==> config.mk <==
export PLATFORM = sky130hd
export DESIGN_NAME = im_uart_loader
export DESIGN_NICKNAME = d
export VERILOG_FILES = /design/src/rtl/im_uart_loader.sv
export SDC_FILE = /design/constraint.sdc
export NUM_CORES = 1
export LEC_CHECK = 0
export CAP_MARGIN = 10
export CORE_UTILIZATION = 55
export DETAILED_ROUTE_END_ITERATION = 16
export PLACE_DENSITY = 0.79
export REMOVE_ABC_BUFFERS = 1
export SYNTH_ARGS = -nofsm -noshare
export SYNTH_HDL_FRONTEND = slang
export SYNTH_SLANG_ARGS = --single-unit
==> constraint.sdc <==
create_clock -name Clk -period 7.9 [get_ports Clk]
set_input_delay 1.185 -clock Clk [delete_from_list [all_inputs] [get_ports Clk]]
set_output_delay 1.185 -clock Clk [all_outputs]
set_load 0.02 [all_outputs]
==> src/rtl/im_uart_loader.sv <==
// UART (8N1) boot loader: receives a word count and big-endian words, writes them
// into instruction memory and holds the core in reset until the image is complete.
module im_uart_loader #(
  parameter int unsigned CLKS_PER_BIT = 868,
  parameter int unsigned ADDR_W       = 8
) (
  input  logic              Clk,
  input  logic              Reset,
  input  logic              RxD,
  output logic              ImWe,
  output logic [ADDR_W-1:0] ImAdr,
  output logic [31:0]       ImData,
  output logic              CpuReset,
  output logic              Busy,
  output logic              Done,
  output logic              FrameErr
);

  localparam int unsigned CntW = $clog2(CLKS_PER_BIT);
  localparam logic [CntW-1:0] FullCnt = CntW'(CLKS_PER_BIT - 1);
  localparam logic [CntW-1:0] HalfCnt = CntW'(CLKS_PER_BIT / 2 - 1);

  typedef enum logic [1:0] {RIdle, RStart, RData, RStop} rx_state_e;
  typedef enum logic [1:0] {LHdr, LLoad, LDone} ld_state_e;

  logic            rx_meta_q, rx_sync_q, rx_prev_q;
  rx_state_e       rx_state_q, rx_state_d;
  logic [CntW-1:0] cnt_q, cnt_d;
  logic [2:0]      bit_idx_q, bit_idx_d;
  logic [7:0]      shift_q, shift_d;
  logic            byte_valid, frame_err;

  ld_state_e         ld_state_q, ld_state_d;
  logic [1:0]        byte_idx_q, byte_idx_d;
  logic [31:0]       data_q, data_d;
  logic [ADDR_W-1:0] adr_q, adr_d;
  logic [ADDR_W-1:0] last_q, last_d;
  logic              we_q, we_d;
  logic              ferr_q, ferr_d;

  // Idle-high synchronizer; rx_prev_q gives the falling-edge detector.
  always_ff @(posedge Clk or negedge Reset) begin
    if (!Reset) begin
      rx_meta_q <= 1'b1;
      rx_sync_q <= 1'b1;
      rx_prev_q <= 1'b1;
    end else begin
      rx_meta_q <= RxD;
      rx_sync_q <= rx_meta_q;
      rx_prev_q <= rx_sync_q;
    end
  end

  always_ff @(posedge Clk or negedge Reset) begin
    if (!Reset) begin
      rx_state_q <= RIdle;
      cnt_q      <= '0;
      bit_idx_q  <= '0;
      shift_q    <= '0;
    end else begin
      rx_state_q <= rx_state_d;
      cnt_q      <= cnt_d;
      bit_idx_q  <= bit_idx_d;
      shift_q    <= shift_d;
    end
  end

  always_comb begin
    rx_state_d = rx_state_q;
    cnt_d      = cnt_q;
    bit_idx_d  = bit_idx_q;
    shift_d    = shift_q;
    byte_valid = 1'b0;
    frame_err  = 1'b0;
    unique case (rx_state_q)
      RIdle: begin
        if (rx_prev_q && !rx_sync_q) begin
          cnt_d      = HalfCnt;
          rx_state_d = RStart;
        end
      end
      RStart: begin
        if (cnt_q != '0) begin
          cnt_d = cnt_q - CntW'(1);
        end else if (rx_sync_q) begin
          rx_state_d = RIdle;
        end else begin
          cnt_d      = FullCnt;
          bit_idx_d  = '0;
          rx_state_d = RData;
        end
      end
      RData: begin
        if (cnt_q != '0) begin
          cnt_d = cnt_q - CntW'(1);
        end else begin
          shift_d = {rx_sync_q, shift_q[7:1]};
          cnt_d   = FullCnt;
          if (bit_idx_q == 3'd7) rx_state_d = RStop;
          else                   bit_idx_d  = bit_idx_q + 3'd1;
        end
      end
      RStop: begin
        if (cnt_q != '0) begin
          cnt_d = cnt_q - CntW'(1);
        end else begin
          byte_valid = rx_sync_q;
          frame_err  = !rx_sync_q;
          rx_state_d = RIdle;
        end
      end
      default: rx_state_d = RIdle;
    endcase
  end

  always_ff @(posedge Clk or negedge Reset) begin
    if (!Reset) begin
      ld_state_q <= LHdr;
      byte_idx_q <= '0;
      data_q     <= '0;
      adr_q      <= '0;
      last_q     <= '0;
      we_q       <= 1'b0;
      ferr_q     <= 1'b0;
    end else begin
      ld_state_q <= ld_state_d;
      byte_idx_q <= byte_idx_d;
      data_q     <= data_d;
      adr_q      <= adr_d;
      last_q     <= last_d;
      we_q       <= we_d;
      ferr_q     <= ferr_d;
    end
  end

  always_comb begin
    ld_state_d = ld_state_q;
    byte_idx_d = byte_idx_q;
    data_d     = data_q;
    adr_d      = adr_q;
    last_d     = last_q;
    we_d       = 1'b0;
    ferr_d     = ferr_q;
    unique case (ld_state_q)
      LHdr: begin
        if (frame_err) begin
          ferr_d = 1'b1;
        end else if (byte_valid) begin
          // A count of 0 wraps to the all-ones last address, i.e. a full memory.
          last_d     = ADDR_W'(shift_q) - ADDR_W'(1);
          ferr_d     = 1'b0;
          byte_idx_d = '0;
          data_d     = '0;
          adr_d      = '0;
          ld_state_d = LLoad;
        end
      end
      LLoad: begin
        if (frame_err) begin
          ferr_d     = 1'b1;
          byte_idx_d = '0;
          data_d     = '0;
          adr_d      = '0;
          ld_state_d = LHdr;
        end else if (we_q) begin
          // Address advances only after the write strobe has been seen.
          if (adr_q == last_q) ld_state_d = LDone;
          else                 adr_d      = adr_q + ADDR_W'(1);
        end else if (byte_valid) begin
          data_d     = {data_q[23:0], shift_q};
          byte_idx_d = byte_idx_q + 2'd1;
          we_d       = (byte_idx_q == 2'd3);
        end
      end
      LDone: ;
      default: ld_state_d = LHdr;
    endcase
  end

  assign ImWe     = we_q;
  assign ImAdr    = adr_q;
  assign ImData   = data_q;
  assign Busy     = (ld_state_q == LLoad);
  assign Done     = (ld_state_q == LDone);
  assign CpuReset = (ld_state_q != LDone);
  assign FrameErr = ferr_q;

endmodule

==> metrics <==
Comb pwr share 27.0%; Synth Area in Adders 3.646%; core area 6495 sq um; post-CTS sizing 0; share of cells above drive strength 1 9.873%; endpoints failing setup 0; Unique masters post-synth between 50 and 60; first-pass iteration count of the detailed router 4; Overflow after GRT 0; Synth Area in Compound Gates 19.19%; Die Height 84.85 um; max_slew headroom 18.38%; largest net degree at the start of global routing 81; worst skew pair latency 0.35 ns; largest family of logic cells by synthesized area compound AO/OA/AOI/OAI gates; Total Wirelength 7533 um; DRC 0; switching share of power approximately a third; Post-Syn Area ~3800 sq um; Layout area overhead 18.36%; pwr dens 249.6 nW/um^2; maxcap violations 0; Initial Util 58.12%; HPWL Detailed just under 5000 um; global routing's busiest layer met2; ant diodes 0; Register Area 2006 sq um; GRT met3 Usage 3.794%; worst slew pin tran 1.224 ns; die footprint 7199 sq um; status finished, final reports clean; HP Class reg -> reg; Worst Path Class, Setup reg -> reg; Clock Tree Buf Depth 2; DRT antenna net count 0; Max Slew Vio Count 0; Avg Cell Area, Syn approximately 11 sq um; gpl congestion 0.8577; Min Hold Slack 0.3538 ns; CP max FO 34; GRT Total Usage between 20 and 25%; Seq/Total Area, Yosys 53.13%; worst path required time just over 8 ns; CTS tree yes; FILL cells roughly 480; XOR/XNOR Fraction of Synth Area 3.248%; met2 usage between 30% and 40%; CTS root buf clkbuf_8; fin crit share 41.85%; GR Util met1 31.23%; synth warn 0; Leakage 2.033 nW; total CTS buffers 9; Post-CTS Setup Bufs 0; first-pass GRT wire length 12740 um; CTS Hold Bufs 0; Setup TNS 0 ns; DR WL/cell 15.96 um; vias in the first global route 2644; unrepaired setup endpoints after global routing false; Critical Path Sink Type flip-flop; FP Rows 29; Synth Area in Simple Gates 13.06%; clk sinks 80; upper clock frequency limit 0.3025 GHz; Critical Path Source Type flip-flop; Die X 84.85 um; Multi-input gate area 1604 sq um; Post-synth EDFFs 0; initial antenna violation count 0; Clock Skew 0.01047 ns; vias about 2800; vias per cell 5.979; number of port buffers 47; Reg power frac between 40% and 50%; NetSw approximately 0.38 mW; FF+latch count, synth 80; asr flop ratio synth 100.0%; nets@finish roughly 400; H-tree levels 3; Worst EP arrival 3.59 ns; predominant post-synthesis flop cell dfrtp_1; I/O pin cnt between 40 and 50; mux cell area share after synthesis 3.182%; Clk pwr share 28.1%; Mapped Cells roughly 350; r2r worst-path depth 7; Reg clk slew, reported paths 0.08 ns; VDD IR max 0.1330 mV; final hold viol count 0; hold depth 0; fin crit period 3.306 ns; Int Pwr 0.7313 mW; Starting DRT DRC Count 124
==> final timing paths <==
| kind | start | end | slack (ns) |
|---|---|---|---|
| worst min register to register | rx_meta_q | rx_sync_q | 0.35 |
| worst max register to register | cnt_q[0] | ImData[7] | 4.59 |
| max in group asynchronous | Reset | ImData[14] | 6.30 |
| worst min-delay path | rx_meta_q | rx_sync_q | 0.35 |
| min in group asynchronous | Reset | cnt_q[6] | 0.98 |
| worst max-delay path | cnt_q[0] | ImData[7] | 4.59 |
==> cells in the mapped netlist (all sizes together), types with 2 or more instances <==
master / n / area share, %
ha: 11 / 3.6
a31oi: 3 / 0.50
o41ai: 2 / 0.66
or4: 8 / 1.8
o21a: 2 / 0.40
mux2: 8 / 2.4
dfrtp: 77 / 51
nand2b: 3 / 0.50
o211ai: 4 / 0.80
a21oi: 10 / 1.3
nor2: 22 / 2.2
mux2i: 3 / 0.80
inv: 18 / 1.8
nor4: 4 / 0.66
dfstp: 3 / 2.1
or4b: 2 / 0.53
or3: 2 / 0.33
nand2: 25 / 2.5
a21o: 5 / 0.99
nand4: 4 / 0.66
xor2: 2 / 0.46
nand3: 10 / 1.3
nor3: 9 / 1.3
and3: 2 / 0.33
a22o: 33 / 7.7
xnor2: 12 / 2.8
o21ai: 29 / 4.0
clkbuf: 9 / 0.89
buf: 9 / 1.9
==> through the flow <==
stage	area [sq um]	setup slack, ns	util, %	power (mW)	cells
6_report	4468	4.594	68.79	1.115	472
5_1_grt	4468	4.358	68.79	1.190	472
4_1_cts	4468	4.630	68.79	1.119	472
3_5_place_dp	4257	4.649	65.54	0.8047	456
2_1_floorplan	3671	4.993	-	0.7278	330
3_3_place_gp	4257	4.756	65.54	0.7988	456
==> cell usage in the layout (no fill, tap or decap), types with 3 or more instances in the layout <==
| cell | count |
|---|---|
| a31oi_1 | 3 |
| nor4_1 | 4 |
| dfstp_2 | 3 |
| a22o_1 | 33 |
| nand4_1 | 4 |
| inv_1 | 18 |
| clkbuf_8 | 10 |
| o21ai_0 | 21 |
| o211ai_1 | 4 |
| dfrtp_1 | 77 |
| nor3_1 | 8 |
| xnor2_1 | 12 |
| nand2_1 | 25 |
| nand2b_1 | 3 |
| ha_1 | 11 |
| clkdlybuf4s50_1 | 46 |
| nor2_1 | 22 |
| mux2_2 | 8 |
| inv_6 | 3 |
| o21ai_1 | 6 |
| mux2i_1 | 3 |
| a21oi_1 | 10 |
| buf_4 | 3 |
| a21o_1 | 5 |
| or4_1 | 6 |
| nand3_1 | 10 |
==> critical path: stages (launching register included) <==
cell and delay [ns]:
dfrtp_1 0.42, inv_1 0.09, ha_1 0.19, or4b_1 0.61, or3_1 0.51, nor2_1 0.14, and3_1 0.98, a22o_1 0.28
==> power groups by stage <==
stage | Combinational [mW] | Clock [mW] | Sequential (mW)
4_1_cts | 0.299 | 0.320 | 0.500
3_3_place_gp | 0.292 | 0 | 0.507
3_5_place_dp | 0.296 | 0 | 0.509
6_report | 0.301 | 0.313 | 0.501
5_1_grt | 0.342 | 0.338 | 0.509
2_1_floorplan | 0.230 | 0 | 0.498
==> routing by layer <==
layer	vias up	wire (um)	part of all wire [%]
met1	1396	3449	46
met2	62	3722	49
li1	1357	-	-
met3	7	287	3.8
met5	-	0	0
met4	0	74	0.98
==> sequential cells by signal (all words and copies together), names as in the netlist, named ones only <==
name and flops:
rx_state_q 1, cnt_q 10, ImWe 1, ImData 32, last_q 8, FrameErr 1, ld_state_q 2, shift_q 8
rx_meta_q 1, rx_prev_q 1, byte_idx_q 2, rx_sync_q 1, ImAdr 8, bit_idx_q 3
==> cells by family after synthesis <==
family | after synthesis
buffers and inverters | 36
AOI/OAI and AO/OA | 100
muxes | 11
xor gates and xnor gates | 14
DFF | 80
adders and majority gates | 11
and+or+nand+nor | 96
==> area by class of cell <==
cell class	count	share of cell area [%]
clock buffer	10	3.080
clock inverter	6	1.652
inverter	18	1.512
multi-input combinational	232	35.90
sequential	80	44.89
tap	77	2.156
timing repair buffer	49	10.81
Note: power is estimated with default switching activity, not from simulation.
==> edit 1 (config.mk and constraints unchanged) <==
Reset style: synchronous (`Reset`), changed in 3 clocked blocks.
--- a/src/rtl/im_uart_loader.sv
+++ b/src/rtl/im_uart_loader.sv
@@ -39,7 +39,7 @@
   logic              ferr_q, ferr_d;
 
   // Idle-high synchronizer; rx_prev_q gives the falling-edge detector.
-  always_ff @(posedge Clk or negedge Reset) begin
+  always_ff @(posedge Clk) begin
     if (!Reset) begin
       rx_meta_q <= 1'b1;
       rx_sync_q <= 1'b1;
@@ -51,7 +51,7 @@
     end
   end
 
-  always_ff @(posedge Clk or negedge Reset) begin
+  always_ff @(posedge Clk) begin
     if (!Reset) begin
       rx_state_q <= RIdle;
       cnt_q      <= '0;
@@ -113,7 +113,7 @@
     endcase
   end
 
-  always_ff @(posedge Clk or negedge Reset) begin
+  always_ff @(posedge Clk) begin
     if (!Reset) begin
       ld_state_q <= LHdr;
       byte_idx_q <= '0;
Check against the original RTL: same outputs for any inputs over 10 cycles, from zero or initial values and one cycle with Reset low; that may be too few to reach the edited logic, so the function may still have changed.
==> edit 1 against the original RTL <==
- worst hold slack better by 0.055 ns
- cell count is 13% higher
- first-iteration DRC count is 9.7% higher
- routed wire length is 0.93% lower
- final area is 3.3% lower
- sequential cell count stayed put
- utilization is 1.1 points lower
- critical path type is now register to output pin
- worst setup slack better by 0.39 ns
- area after synthesis is 3.3% lower
Power is not compared: it rests on default switching activity, and its combinational part moved more than twofold at a synthesized area within 25%.
==> edit 1: results (changes against the original RTL) <==
worst-skew pair later-pin latency=0.35 ns (about the same); layout cells sized above 1=5.51% (-4.4 points); largest net degree at the start of global routing=58 (-28%); main flop type after synthesis=dfxtp_1; HP Class=register to register; DPL Wire Length=5050 um (+1.9%); Yosys cell types=53 (unchanged); Data arrival, critical path=1.74 ns (-1.85 ns); Via density=5.82 (-2.6%); Worst Path Max Fanout=7 (-79%); Worst-path clk slew=0.08 ns (about the same); per-cell routed wire length=14.1 um (-12%); post_cts resized=0 (unchanged); area post-placement=0.00413 mm^2 (-3.1%); n_diodes=0 (unchanged); post-synth top area share=43.9% (-7.1 points); Clock Skew=0.00969 ns (-0.000783 ns); Layout Cells excl Fill=531 (+13%); Largest register FFs=32 (unchanged); top cells by area, synth=dfxtp_1 44%, a22oi_1 6.8%, nor2_1 5.5%; syn_area_per_cell=8.83 um^2 (-19%); CTS max path bufs=2 (unchanged); clk root buf=clkbuf_8; result of the run=finished clean; register area share after synthesis=43.9% (-9.2 points); TritonCTS Buffers=9 (unchanged); routability cong.=0.872 (+1.6%); initial antenna violation count=0 (unchanged); fillers=528 (+11%); first-pass GRT wire length=12800 um (+0.65%); # placed instances=515 (+13%); Post-synth top cells=80 x dfxtp_1, 53 x nor2_1, 33 x a22oi_1; setup bufs post-CTS=0 (unchanged); Slew HR=50.4% (+32 points); gr usage total=22.3% (+0.080 points); 1st-iter DRT viols=136 (+9.7%); H-tree Lvls=3 (unchanged); Async SR Flop Fraction=0% (-100 points); vias in the first global route=2789 (+5.5%); Final #Nets=464 (+15%); drt pass-1 iters=5 (+1)
-- edit 1: cell types whose count changed in the layout (fill, tap and decap cells not counted), moves of 5 or more --
cell	delta
o21ai_0	-9
o21ai_1	-6
dfrtp_1	-77
a211oi_1	+6
o22ai_1	+5
a22oi_1	+33
nor2_1	+31
o22a_1	+5
a22o_1	-31
a21oi_1	+13
dfxtp_1	+80
nand2b_1	+7
mux2_2	-8
-- edit 1: routing by layer --
| layer | vias to the layer above | wire length [um] | track usage, % |
|---|---|---|---|
| li1 | 1564 | - | - |
| met1 | 1470 | 3510 | 29.5 |
| met2 | 49 | 3630 | 36.6 |
| met3 | 10 | 231 | 4.17 |
| met4 | 0 | 87 | 8.17 |
| met5 | - | 0 | 0 |
-- edit 1: final cells by class --
cell class                 count  area share [%]
clock buffer                  10            2.95
clock inverter                 6            1.56
inverter                      16            1.39
multi-input combinational    291            43.2
sequential                    80            37.1
tap                           77            2.23
timing repair buffer          51            11.6
-- edit 1: logic make-up after synthesis --
logic type	count (synthesis)	share of synthesized area, %
adder cells (fa/ha/maj)	12	4.12
AND/OR/NAND/NOR	147	20.5
multiplexers	5	1.37
XOR/XNOR	16	3.84
AO/OA/AOI/OAI	111	21.4
flip-flops	80	43.9
buffers and inverters	42	4.90
-- edit 1: final timing paths --
path / to / slack [ns] / startpoint / depth (start not counted)
min: rx_sync_q$_SDFF_PN1_ / 0.41 / rx_meta_q$_SDFF_PN1_ / 1
min reg2reg: rx_sync_q$_SDFF_PN1_ / 0.41 / rx_meta_q$_SDFF_PN1_ / 1
max: Busy / 4.98 / ld_state_q[0]$_SDFFE_PN0P_ / 3
max reg2reg: last_q[0]$_SDFFE_PN0P_ / 5.03 / cnt_q[0]$_SDFFE_PN0P_ / 7
-- edit 1: power by group through the flow --
stage / logic [mW] / registers (mW) / clock network, mW
CTS: 0.131 / 0.424 / 0.303
detailed placement: 0.131 / 0.434 / 0
floorplan: 0.103 / 0.430 / 0
global route: 0.147 / 0.426 / 0.323
global placement: 0.129 / 0.434 / 0
finish: 0.134 / 0.424 / 0.297
-- edit 1: critical path, cell delays in order (launching register included) --
cell and delay, ns:
dfxtp_1 0.46, nand2b_1 0.21, inv_1 0.12, clkdlybuf4s50_1 0.61
-- edit 1: stage by stage --
| stage | util (%) | worst slack [ns] |
|---|---|---|
| after global routing | 67.7 | 4.88 |
| final | 67.7 | 4.98 |
| after detailed placement | 64.6 | 4.71 |
| after floorplan | - | 5.11 |
| after CTS | 67.7 | 4.98 |
| after global placement | 64.6 | 4.75 |
==> edit 2 (same settings) <==
Without the edit above. The parameter `ADDR_W` goes from 8 to 9.
--- a/src/rtl/im_uart_loader.sv
+++ b/src/rtl/im_uart_loader.sv
@@ -2,7 +2,7 @@
 // into instruction memory and holds the core in reset until the image is complete.
 module im_uart_loader #(
   parameter int unsigned CLKS_PER_BIT = 868,
-  parameter int unsigned ADDR_W       = 8
+  parameter int unsigned ADDR_W       = 9
 ) (
   input  logic              Clk,
   input  logic              Reset,
Ports: changed (resized ImAdr); port bits go from 48 to 49. The function was not compared with the original's and may differ.
==> edit 2 against the original RTL <==
- fmax increased by 7.7%
- sequential cell count grew 2
- first-iteration DRC count grew 64%
- sequential share of layout area increased by 0.32 points
- routed wire length is 7.5% higher
- power is 4.2% higher
- final area is 1.8% higher
- area after synthesis grew 1.8%
- worst setup slack gained 0.24 ns
- via count up 2.9%
- critical path type is now register to output pin
- largest cell class unchanged
- highest routed layer unchanged
==> edit 2: results (changes against the original RTL) <==
result of the run=finished clean; P_int=0.761 mW (+4.0%); Max VDD drop=122 uV (-8.3%); FF-to-FF setup slack=4.92 ns (+0.33 ns); # placed instances=463 (+1.5%); top cells by area, synth=dfrtp_1 51%, a22o_1 8.4%, ha_1 3.6%; worst setup path end=Busy; global-route met1 utilization=34.0% (+2.8 points); M1 wire length=3870 um (+12%); DPL Wire Length=5330 um (+7.5%); r2r endpoint=cnt_q[2]$_DFFE_PN0P_; vias=2905 (+2.9%); Multi-input gate area=0.00164 mm^2 (+2.0%); largest net degree at the start of global routing=83 (+2.5%); static leakage=2.09 nW (+2.8%); vias in the first global route=2825 (+6.8%); final wirelength=8100 um (+7.5%); Final #Nets=408 (+0.99%); Fmax=0.326 GHz (+7.7%); Post-synth top cells=79 x dfrtp_1, 37 x a22o_1, 29 x nand2_1; # port buffers=48 (+2.1%); crit path launch=ld_state_q[1]$_DFFE_PN0P_; Slew HR=33.5% (+15 points); Gate Count Post-Synth=351 (+0.86%); met2 Use GR=36.6% (+1.2 points); Data arrival, critical path=1.88 ns (-1.71 ns); 1st-iter DRT viols=203 (+64%); first-pass GRT wire length=13700 um (+7.6%); Slowest-stage cell, CP=clkdlybuf4s50_1; slowest stage delay, CP=0.61 ns (-0.37 ns); Seq pwr share=44.3% (-0.6 points); met3 track demand over resource=3.75% (-0.040 points); met3 wire len=391 um (+36%); fillers=520 (+9.0%); Comb pwr share=28.5% (+1.5 points); Worst Path Max Fanout=11 (-68%); Yosys cell types=51 (-3.8%); area post-placement=0.00434 mm^2 (+2.0%); register area share after synthesis=53.5% (+0.35 points); Top delay family on crit path=buffers and inverters; routability cong.=0.817 (-4.7%)
edit 2: cell types whose count changed in the layout (fill, tap and decap cells not counted), moves of 5 or more:
cell      before  now
xor2_1         2   13
o21ai_0       21   26
nor2_1        22   16
o21ai_1        6    1
xnor2_1       12    3
o311ai_0       1    6
o31ai_1        0    7
or4_1          6    1
edit 2: layout make-up:
class / count / area share, %
multi-input combinational: 235 / 36.0
clock inverter: 3 / 1.05
sequential: 82 / 45.2
clock buffer: 13 / 3.49
tap: 80 / 2.20
timing repair buffer: 49 / 10.7
inverter: 17 / 1.40
edit 2: cell families (layout without fill, tap and decap cells):
group / Yosys count / in the layout / synth area share, %
buffers and inverters: 34 / 82 / 3.97
and+or+nand+nor: 94 / 94 / 12.8
muxes: 7 / 7 / 2.02
xor gates and xnor gates: 16 / 16 / 3.65
AOI/OAI and AO/OA: 107 / 107 / 20.5
adders and majority gates: 11 / 11 / 3.58
DFF: 82 / 82 / 53.5
